[src/rtl/pulse_sync_sched_if.sv]
// Signal bundle between the pulse scheduler and its requester / synchronizer side.
interface pulse_sync_sched_if #(
    parameter int N_REQ = 4
);
    localparam int ID_W = $clog2(N_REQ);

    logic             enable;
    logic [N_REQ-1:0] req_pulse;
    logic             clr_ovf;
    logic             sync_pulse;
    logic [ID_W-1:0]  sync_id;
    logic             busy;
    logic [N_REQ-1:0] ovf;
    logic             pend_any;

    modport master (
        output enable, req_pulse, clr_ovf,
        input  sync_pulse, sync_id, busy, ovf, pend_any
    );

    modport slave (
        input  enable, req_pulse, clr_ovf,
        output sync_pulse, sync_id, busy, ovf, pend_any
    );
endinterface

[src/rtl/pulse_sync_sched.sv]
// Round-robin scheduler sharing one fast-to-slow pulse synchronizer among N_REQ requesters,
// with saturating per-requester pending counts and GAP-cycle launch spacing.
module pulse_sync_sched #(
    parameter int N_REQ = 4,
    parameter int CNT_W = 4,
    parameter int GAP   = 8
) (
    input  logic              clk_fast,
    input  logic              rst,
    pulse_sync_sched_if.slave bus
);
    localparam int ID_W  = $clog2(N_REQ);
    localparam int GAP_W = $clog2(GAP + 1);
    localparam logic [CNT_W-1:0] CNT_MAX   = {CNT_W{1'b1}};
    localparam logic [GAP_W-1:0] GAP_LOAD  = GAP_W'(GAP - 1);
    localparam logic [ID_W-1:0]  LAST_INIT = ID_W'(N_REQ - 1);

    typedef enum logic [1:0] {S_IDLE, S_LAUNCH, S_HOLD} state_t;

    state_t                      r_state;
    state_t                      w_state_nx;
    logic [N_REQ-1:0][CNT_W-1:0] r_cnt;
    logic [N_REQ-1:0]            r_ovf;
    logic [N_REQ-1:0]            w_pend;
    logic [N_REQ-1:0]            w_dec;
    logic [N_REQ-1:0]            w_ovf_set;
    logic [ID_W-1:0]             r_id;
    logic [ID_W-1:0]             r_last;
    logic [ID_W-1:0]             w_grant;
    logic [ID_W-1:0]             w_idx;
    logic [GAP_W-1:0]            r_gap;
    logic                        r_pulse;
    logic                        r_busy;
    logic                        w_load;

    always_comb begin
        for (int i = 0; i < N_REQ; i++) begin
            w_pend[i]    = (r_cnt[i] != '0);
            w_dec[i]     = (r_state == S_LAUNCH) && (r_id == ID_W'(i));
            w_ovf_set[i] = bus.req_pulse[i] && !w_dec[i] && (r_cnt[i] == CNT_MAX);
        end
    end

    // Descending scan so the nearest pending requester after r_last wins.
    always_comb begin
        w_grant = r_last;
        w_idx   = r_last;
        for (int k = N_REQ; k >= 1; k--) begin
            w_idx = ID_W'((int'(r_last) + k) % N_REQ);
            if (w_pend[w_idx]) begin
                w_grant = w_idx;
            end
        end
    end

    always_comb begin
        w_state_nx = r_state;
        w_load     = 1'b0;
        case (r_state)
            S_IDLE: begin
                if (bus.enable && (|w_pend)) begin
                    w_state_nx = S_LAUNCH;
                    w_load     = 1'b1;
                end
            end
            S_LAUNCH: w_state_nx = S_HOLD;
            S_HOLD: begin
                if (r_gap == '0) begin
                    w_state_nx = S_IDLE;
                end
            end
            default: w_state_nx = S_IDLE;
        endcase
    end

    // Pulse and busy come straight from flops so the synchronizer input is glitch-free.
    always_ff @(posedge clk_fast) begin
        if (rst) begin
            r_state <= S_IDLE;
            r_id    <= '0;
            r_last  <= LAST_INIT;
            r_gap   <= '0;
            r_pulse <= 1'b0;
            r_busy  <= 1'b0;
        end else begin
            r_state <= w_state_nx;
            r_pulse <= (w_state_nx == S_LAUNCH);
            r_busy  <= (w_state_nx != S_IDLE);
            if (w_load) begin
                r_id   <= w_grant;
                r_last <= w_grant;
            end
            if (r_state == S_LAUNCH) begin
                r_gap <= GAP_LOAD;
            end else if ((r_state == S_HOLD) && (r_gap != '0)) begin
                r_gap <= r_gap - GAP_W'(1);
            end
        end
    end

    always_ff @(posedge clk_fast) begin
        if (rst) begin
            r_cnt <= '0;
            r_ovf <= '0;
        end else begin
            for (int i = 0; i < N_REQ; i++) begin
                case ({bus.req_pulse[i], w_dec[i]})
                    2'b10: begin
                        if (r_cnt[i] != CNT_MAX) begin
                            r_cnt[i] <= r_cnt[i] + CNT_W'(1);
                        end
                    end
                    2'b01:   r_cnt[i] <= r_cnt[i] - CNT_W'(1);
                    default: ;
                endcase
            end
            // A new loss in the same cycle as a clear must stay visible.
            r_ovf <= (bus.clr_ovf ? '0 : r_ovf) | w_ovf_set;
        end
    end

    assign bus.sync_pulse = r_pulse;
    assign bus.sync_id    = r_id;
    assign bus.busy       = r_busy;
    assign bus.ovf        = r_ovf;
    assign bus.pend_any   = |w_pend;
endmodule

[src/flat_wrapper.sv]
// flat-port wrapper written by rule: the top's interface ports become plain ports
module pulse_sync_sched_flat 
#(
    parameter int N_REQ = 4,
    parameter int CNT_W = 4,
    parameter int GAP   = 8
)
  (clk_fast, rst, bus_enable, bus_req_pulse, bus_clr_ovf, bus_sync_pulse, bus_sync_id, bus_busy, bus_ovf, bus_pend_any);
  pulse_sync_sched_if #(.N_REQ(N_REQ)) bus_i ();
  input  logic clk_fast;
  input  logic rst;
  input wire logic [$bits(bus_i.enable)-1:0] bus_enable;
  input wire logic [$bits(bus_i.req_pulse)-1:0] bus_req_pulse;
  input wire logic [$bits(bus_i.clr_ovf)-1:0] bus_clr_ovf;
  output wire logic [$bits(bus_i.sync_pulse)-1:0] bus_sync_pulse;
  output wire logic [$bits(bus_i.sync_id)-1:0] bus_sync_id;
  output wire logic [$bits(bus_i.busy)-1:0] bus_busy;
  output wire logic [$bits(bus_i.ovf)-1:0] bus_ovf;
  output wire logic [$bits(bus_i.pend_any)-1:0] bus_pend_any;
  assign bus_i.enable = bus_enable;
  assign bus_i.req_pulse = bus_req_pulse;
  assign bus_i.clr_ovf = bus_clr_ovf;
  assign bus_sync_pulse = bus_i.sync_pulse;
  assign bus_sync_id = bus_i.sync_id;
  assign bus_busy = bus_i.busy;
  assign bus_ovf = bus_i.ovf;
  assign bus_pend_any = bus_i.pend_any;
  pulse_sync_sched #(.N_REQ(N_REQ), .CNT_W(CNT_W), .GAP(GAP)) u_core (.clk_fast(clk_fast), .rst(rst), .bus(bus_i));
endmodule
[config.mk]
export PLATFORM = sky130hd
export DESIGN_NAME = pulse_sync_sched_flat
export DESIGN_NICKNAME = d
export VERILOG_FILES = /design/src/rtl/pulse_sync_sched_if.sv /design/src/rtl/pulse_sync_sched.sv /design/src/flat_wrapper.sv
export SDC_FILE = /design/constraint.sdc
export NUM_CORES = 1
export LEC_CHECK = 0
export ABC_CLOCK_PERIOD_IN_PS = 3000
export BUFFER_PORTS_ARGS = -buffer_cell sky130_fd_sc_hd__buf_2
export CORE_MARGIN = 1
export CORE_UTILIZATION = 55
export CTS_CLUSTER_SIZE = 12
export DETAILED_ROUTE_END_ITERATION = 8
export PLACE_DENSITY = 0.74
export SKIP_CTS_REPAIR_TIMING = 1
export SLEW_MARGIN = 40
export SYNTH_ARGS = -nofsm -noshare
export SYNTH_HDL_FRONTEND = slang
export SYNTH_SLANG_ARGS = --single-unit
[constraint.sdc]
create_clock -name clk_fast -period 3 [get_ports clk_fast]
set_input_delay 0.15 -clock clk_fast [delete_from_list [all_inputs] [get_ports clk_fast]]
set_output_delay 0.15 -clock clk_fast [all_outputs]
set_load 0.005 [all_outputs]
Word-level counts from Yosys, hierarchy flattened
Cells that the tools add are included.
{"block": "word_totals", "ff_bits": 32, "latchBits": 0, "ramBits": 0, "romBits": 0, "input_bits": 8, "out_inout_bits": 9, "wordCells": 122, "n_memories": 0}
{"block": "classes", "addsub": 13, "multipliers": 0, "div": 0, "n_lt_le_gt_ge": 4, "n_eq_ne": 26, "n_shift": 0, "muxes": 28, "n_bitwise": 1, "n_reduce_logical": 38}
{"op": "4-bit case mux with 2 select lines", "n": 4}
{"op": "4-bit 2-to-1 mux", "n": 5}
{"op": "4-bit nonzero test", "n": 5}
{"op": "4-bit by 1-bit subtractor with 4-bit output (second input constant)", "n": 5}
{"op": "4-bit by 1-bit adder with 4-bit output (second input constant)", "n": 4}
{"op": "4-bit == test (second input constant)", "n": 4}
{"op": "4-bit != test (second input constant)", "n": 4}
{"op": "2-bit by 1-bit == test with 1-bit output (second input constant)", "n": 7}
{"op": "2-bit == test (second input constant)", "n": 7}
{"op": "1-bit logical AND", "n": 14}
{"op": "2-bit by 3-bit less-than comparator with 1-bit output (second input constant)", "n": 4}
{"op": "2-bit 2-to-1 mux", "n": 6}
{"op": "2-bit nonzero test", "n": 6}
{"op": "1-bit binary-select mux with 2-bit select", "n": 4}
{"op": "2-bit by 1-bit != test with 1-bit output (second input constant)", "n": 4}
{"op": "2-bit AND reduction", "n": 4}
{"op": "1-bit 2-to-1 mux", "n": 6}
{"op": "3-bit 2-to-1 mux", "n": 2}
{"op": "2-bit case mux with 3 select lines", "n": 1}
{"op": "2-bit by 1-bit adder with 2-bit output (second input constant)", "n": 2}
{"op": "2-bit adder (second input constant)", "n": 2}
{"op": "1-bit zero test", "n": 4}
{"op": "2-bit zero test", "n": 2}
{"op": "4-bit zero test", "n": 1}
{"op": "3 further kinds", "n": 3}

Depth between registers and ports, before layout
{"block": "depth", "word_depth": 7, "mapped_depth": 9, "mapped_depth_nobuf": 8}

Worst setup path before layout
OpenSTA, ideal clock, no wires.
{"block": "synth_timing", "path_type": "reg2reg", "from": "reg u_core.r_state[1]", "to": "reg u_core.r_cnt[11] in the netlist's numbering", "setup_time_ps": 80, "arrival_time_ps": 2104, "required_time_ps": 2920, "slack_ps": 816, "stages_incl_launch_ff": 10, "n_path_buf": 1, "synth_period_minus_slack_ps": 2184, "cell_sequence": "dfxtp_1 buf_2 and4bb_2 nand2_1 inv_1 ha_1 a21o_1 a2111oi_0 a22oi_1 o211ai_1"}
{"block": "synth_between", "elab_chain_cells": 5, "word_cells_on_any_way": 8, "cone_classes": "eq/ne: 4; mux: 1; reduce/logical: 3"}
{"element": "start: declaration", "line_no": "pulse_sync_sched.sv:20", "source": "state_t r_state;"}
{"element": "start signal: assignment", "line_no": "pulse_sync_sched.sv:86", "source": "r_state <= w_state_nx;"}
{"element": "2-bit by 1-bit == test with 1-bit output *", "line_no": "pulse_sync_sched.sv:39", "source": "w_dec[i] = (r_state == S_LAUNCH) && (r_id == ID_W'(i));"}
{"element": "1-bit logical AND *", "line_no": "pulse_sync_sched.sv:39"}
{"element": "2-bit == test or 2-bit by 1-bit == test with 1-bit output (tied branches)", "line_no": "pulse_sync_sched.sv:107", "source": "case ({bus.req_pulse[i], w_dec[i]})"}
{"element": "2-bit by 1-bit != test with 1-bit output (no source line) or 2-bit nonzero test (tied branches)"}
{"element": "2-bit AND reduction (no source line)"}
{"element": "end signal: indexed assignment", "line_no": "pulse_sync_sched.sv:110", "source": "r_cnt[i] <= r_cnt[i] + CNT_W'(1);"}
{"element": "end signal: indexed assignment", "line_no": "pulse_sync_sched.sv:113", "source": "2'b01: r_cnt[i] <= r_cnt[i] - CNT_W'(1);"}
{"element": "end: declaration", "line_no": "pulse_sync_sched.sv:22", "source": "logic [N_REQ-1:0][CNT_W-1:0] r_cnt;"}
Mark *: on every way between the ends. The rest lies on a longest branch, timed or not.
A chain may end at the register's enable or synchronous reset.

Final worst setup path
Ends and elaborated chain as after synthesis.

==> flow_summary.html <==
<table>
<tr><th>Metric</th><th>Value</th></tr>
<tr><th colspan="2">STA</th></tr>
<tr><td>Hold Violations, Final</td><td>0</td></tr>
<tr><td>RSZ-0062 raised after global routing</td><td>no</td></tr>
<tr><td>Final count of negative-setup-slack endpoints</td><td>0</td></tr>
<tr><td>Total negative slack for setup checks</td><td>0 ns</td></tr>
<tr><td>Worst-margin pin slew</td><td>0.6379 ns</td></tr>
<tr><td>Final slew viol count</td><td>0</td></tr>
<tr><td>Final period utilization</td><td>0.8570</td></tr>
<tr><td>Headroom to the max-slew limit</td><td>0.5708</td></tr>
<tr><td>Time the worst path needs with I/O delays and setup</td><td>2.571 ns</td></tr>
<tr><td>Achievable clock frequency</td><td>389.0 MHz</td></tr>
<tr><td>Worst clock skew</td><td>0.005256 ns</td></tr>
<tr><td>Worst path setup slack after routing</td><td>0.4291 ns</td></tr>
<tr><th colspan="2">Worst hold path</th></tr>
<tr><td>Endpoint, Worst Hold</td><td>u_core.r_state[0]</td></tr>
<tr><td>Start point of the worst min-delay path</td><td>bus_enable</td></tr>
<tr><td>Worst Hold Path Cells</td><td>3</td></tr>
<tr><td>Worst hold path type</td><td>input pin to flop</td></tr>
<tr><th colspan="2">Logic synthesis</th></tr>
<tr><td>Count of synthesis-stage warnings from yosys</td><td>0</td></tr>
<tr><td>Number of flops mapped to enable cells by yosys</td><td>0</td></tr>
<tr><td>FFs w/ async S/R, synth</td><td>0</td></tr>
<tr><td>Prevailing post-synth register cell</td><td>dfxtp_1</td></tr>
<tr><td>Number of standard cells after synthesis</td><td>233</td></tr>
<tr><td>Netlist cell types</td><td>55</td></tr>
<tr><td>Per-instance average area after synthesis</td><td>8.651 um^2</td></tr>
<tr><td>Post-synthesis instance area</td><td>0.002016 mm^2</td></tr>
<tr><td>Number of nets produced by synthesis</td><td>254</td></tr>
<tr><td>Count of state elements after synthesis</td><td>32</td></tr>
<tr><td>Sequential share of the synthesized area</td><td>0.3178</td></tr>
<tr><th colspan="2">Power and ir drop</th></tr>
<tr><td>Leakage component of the power</td><td>0.0009859 uW</td></tr>
<tr><td>Overall power</td><td>1123 uW</td></tr>
<tr><td>Worst ir drop on vdd</td><td>0.3083 mV</td></tr>
<tr><td>Total power per unit cell area</td><td>509.3 mW/mm^2</td></tr>
<tr><th colspan="2">CTS</th></tr>
<tr><td>Count of clock tree sinks</td><td>32</td></tr>
<tr><td>CTS H-Tree Depth</td><td>2</td></tr>
<tr><td>Clock tree root buffer cell</td><td>clkbuf_4</td></tr>
<tr><td>Maximum clock insertion buffer count</td><td>2</td></tr>
<tr><td>Clock slew at the register clock pins of the worst setup and hold paths</td><td>0.11 ns</td></tr>
<tr><td>TritonCTS clock tree</td><td>built</td></tr>
<tr><td>CTS Buf Count</td><td>5</td></tr>
<tr><td>Insertion delay to the later sink of the worst-skew pair</td><td>0.34 ns</td></tr>
<tr><th colspan="2">Die</th></tr>
<tr><td>DIE AREA</td><td>0.003911 mm^2</td></tr>
<tr><td>Die extent in y</td><td>62.54 um</td></tr>
<tr><td>Number of placed I/O pins</td><td>17</td></tr>
<tr><td>Site Rows</td><td>21</td></tr>
<tr><td>Horizontal die dimension</td><td>62.54 um</td></tr>
<tr><td>Initial cell density of the core</td><td>0.5901</td></tr>
<tr><td>Core Footprint</td><td>0.003416 mm^2</td></tr>
<tr><th colspan="2">Final layout</th></tr>
<tr><td>Area growth syn-to-layout</td><td>9.373%</td></tr>
<tr><td>Proportion of layout cells with a drive suffix above 1</td><td>0.1360</td></tr>
<tr><td>Fin area</td><td>0.002205 mm^2</td></tr>
<tr><td>Antenna Diode Count</td><td>0</td></tr>
<tr><td>Post-layout nets</td><td>270</td></tr>
<tr><td>Most common cell after layout, fill and taps aside</td><td>dfxtp_1</td></tr>
<tr><td>Leading cell types in the layout, fill and taps excluded</td><td>dfxtp_1, inv_1, nand3_1</td></tr>
<tr><td>Fill cells</td><td>313</td></tr>
<tr><td>Number of standard cells in the final layout excluding fillers</td><td>296</td></tr>
<tr><th colspan="2">Worst setup path</th></tr>
<tr><td>Critical Path Sink Type</td><td>flop</td></tr>
<tr><td>Arrival @ worst endpoint</td><td>2.85 ns</td></tr>
<tr><td>Largest driver fanout on the critical path</td><td>13</td></tr>
<tr><td>Slowest library cell on the worst path</td><td>dfxtp_1</td></tr>
<tr><td>Setup slack, reg-to-reg</td><td>0.43 ns</td></tr>
<tr><td>Crit path kind</td><td>flop to flop</td></tr>
<tr><td>Dominant delay contributor by cell family on the critical path</td><td>compound AO/OA/AOI/OAI gates</td></tr>
<tr><td>Worst r2r dst</td><td>u_core.r_cnt[11]</td></tr>
<tr><td>Startpoint of the worst-slack reg-to-reg timing path</td><td>u_core.r_state[1]</td></tr>
<tr><td>Length in cells of the worst reg-to-reg path</td><td>8</td></tr>
<tr><td>Critical-path cell list</td><td>and4bb_2 &gt; nand2_1 &gt; inv_1 &gt; ha_1 &gt; a21o_1 &gt; a2111oi_0 &gt; a22oi_1 &gt; o211ai_1</td></tr>
<tr><td>Required time at the worst-slack endpoint</td><td>3.28 ns</td></tr>
<tr><td>Delay contributed by the slowest stage of the critical path</td><td>0.57 ns</td></tr>
<tr><td>Critical path launch point type</td><td>flop</td></tr>
<tr><td>Buf+Inv Stages, Crit Path</td><td>1</td></tr>
<tr><th colspan="2">Placed design</th></tr>
<tr><td>Final weighted congestion in routability-driven placement</td><td>0.8006</td></tr>
<tr><td>DP Cell Count</td><td>288</td></tr>
<tr><td>Place WS</td><td>0.5683 ns</td></tr>
<tr><td>Post-placement cell area</td><td>0.002125 mm^2</td></tr>
<tr><td>Dpl hpwl</td><td>3134 um</td></tr>
<tr><td>Count of buffers inserted at the top-level ports</td><td>16</td></tr>
<tr><th colspan="2">Global route</th></tr>
<tr><td>Total grt overflow</td><td>0</td></tr>
<tr><td>Number of antenna violations at the first check in global routing</td><td>0</td></tr>
<tr><td>Via count of the first global-routing pass</td><td>1694</td></tr>
<tr><td>First-pass GRT wire length</td><td>7617 um</td></tr>
<tr><td>Maximum number of pins on one net before global-route repair</td><td>30</td></tr>
<tr><td>Aggregate global-route resource usage</td><td>0.2452</td></tr>
<tr><th colspan="2">Route</th></tr>
<tr><td>First-iteration detailed-routing DRC count</td><td>133</td></tr>
<tr><td>Detailed-route vias per instance</td><td>6.176</td></tr>
<tr><td>Drt wl/cell</td><td>14.41 um</td></tr>
<tr><td>Remaining DRCs</td><td>0</td></tr>
<tr><td>Antenna Violating Nets Remaining</td><td>0</td></tr>
<tr><td>First-pass DRT Iterations</td><td>4</td></tr>
<tr><td>Sum of routed wire length over all layers</td><td>4266 um</td></tr>
<tr><td>Number of vias in the routed layout</td><td>1828</td></tr>
<tr><th colspan="2">Run status</th></tr>
<tr><td>Run status</td><td>finished, final reports clean</td></tr>
<tr><th colspan="2">Run</th></tr>
<tr><td>Count of maximum capacitance violations</td><td>0</td></tr>
</table>
[worst register-to-register path, stage by stage, from the launching register on]
cell and delay, ns:
dfxtp_1 0.57, and4bb_2 0.31, nand2_1 0.24, inv_1 0.12, ha_1 0.30, a21o_1 0.21, a2111oi_0 0.48, a22oi_1 0.17
o211ai_1 0.12
[worst max-delay path by stage]
stage / start / endpoint / slack, ns / depth (start not counted)
after floorplan: u_core.r_state[1] / u_core.r_cnt[11] / 0.82 / 9
after global placement: u_core.r_state[1] / u_core.r_cnt[11] / 0.60 / 8
after detailed placement: u_core.r_state[1] / u_core.r_cnt[11] / 0.57 / 8
after CTS: u_core.r_state[1] / u_core.r_cnt[11] / 0.43 / 8
after global routing: u_core.r_state[1] / u_core.r_cnt[11] / 0.25 / 8
final: u_core.r_state[1] / u_core.r_cnt[11] / 0.43 / 8
[cells in the mapped netlist, types with 6 or more instances]
| cell | n | area share |
|---|---|---|
| dfxtp_1 | 32 | 0.32 |
| inv_1 | 23 | 0.043 |
| nand3_1 | 17 | 0.042 |
| nor2_1 | 14 | 0.026 |
| a21oi_1 | 11 | 0.027 |
| nand2_1 | 10 | 0.019 |
| ha_1 | 9 | 0.056 |
| nor3_1 | 9 | 0.022 |
| a21o_1 | 8 | 0.030 |
| nor2b_1 | 8 | 0.025 |
| o21ai_0 | 7 | 0.017 |
| a221oi_1 | 6 | 0.026 |
[power by group]
part | internal [uW] | leakage [uW] | switching (uW)
sequential | 464 | 0.000262 | 54.4
combinational | 121 | 0.000682 | 146
clock | 174 | 0.0000412 | 164
total | 759 | 0.000986 | 364
[kinds of logic after synthesis]
logic type | after synthesis | share of synthesized area
compound gates | 65 | 0.2396
xor+xnor | 5 | 0.02172
fa+ha+maj | 13 | 0.09560
buf+inv | 30 | 0.05711
flops | 32 | 0.3178
mux | 2 | 0.009932
simple gates | 86 | 0.2582
[layer usage]
metal / up-vias / share of wire / GRT usage
li1: 912 / - / -
met1: 876 / 0.49 / 0.3166
met2: 34 / 0.46 / 0.4008
met3: 6 / 0.038 / 0.05474
met4: 0 / 0.012 / 0.08430
met5: - / 0 / 0
[final cells by class]
| cell class | count | area [um^2] | share of cell area |
|---|---|---|---|
| Clock buffer | 5 | 37.54 | 0.01703 |
| Clock inverter | 3 | 42.54 | 0.01930 |
| Inverter | 23 | 86.33 | 0.03916 |
| Multi-Input combinational cell | 171 | 1260 | 0.5715 |
| Sequential cell | 32 | 640.6 | 0.2906 |
| Tap cell | 46 | 57.56 | 0.02611 |
| Timing Repair Buffer | 16 | 80.08 | 0.03632 |
[metrics by stage]
| stage | hold WS, ns | utilization |
|---|---|---|
| after detailed placement | 0.4832 | 0.6220 |
| after global placement | 0.4823 | 0.6220 |
| after CTS | 0.1200 | 0.6454 |
| after global routing | 0.1382 | 0.6454 |
| after floorplan | 0.3278 | - |
| final | 0.1340 | 0.6454 |
[registers in the layout (all words and copies together), names as in the netlist]
signal / count
u_core.bus.ovf: 4
u_core.r_cnt: 16
u_core.r_last: 2
u_core.bus.sync_pulse: 1
u_core.r_state: 2
u_core.bus.busy: 1
u_core.bus.sync_id: 2
u_core.r_gap: 4
Power figures use the tool's default switching activity.
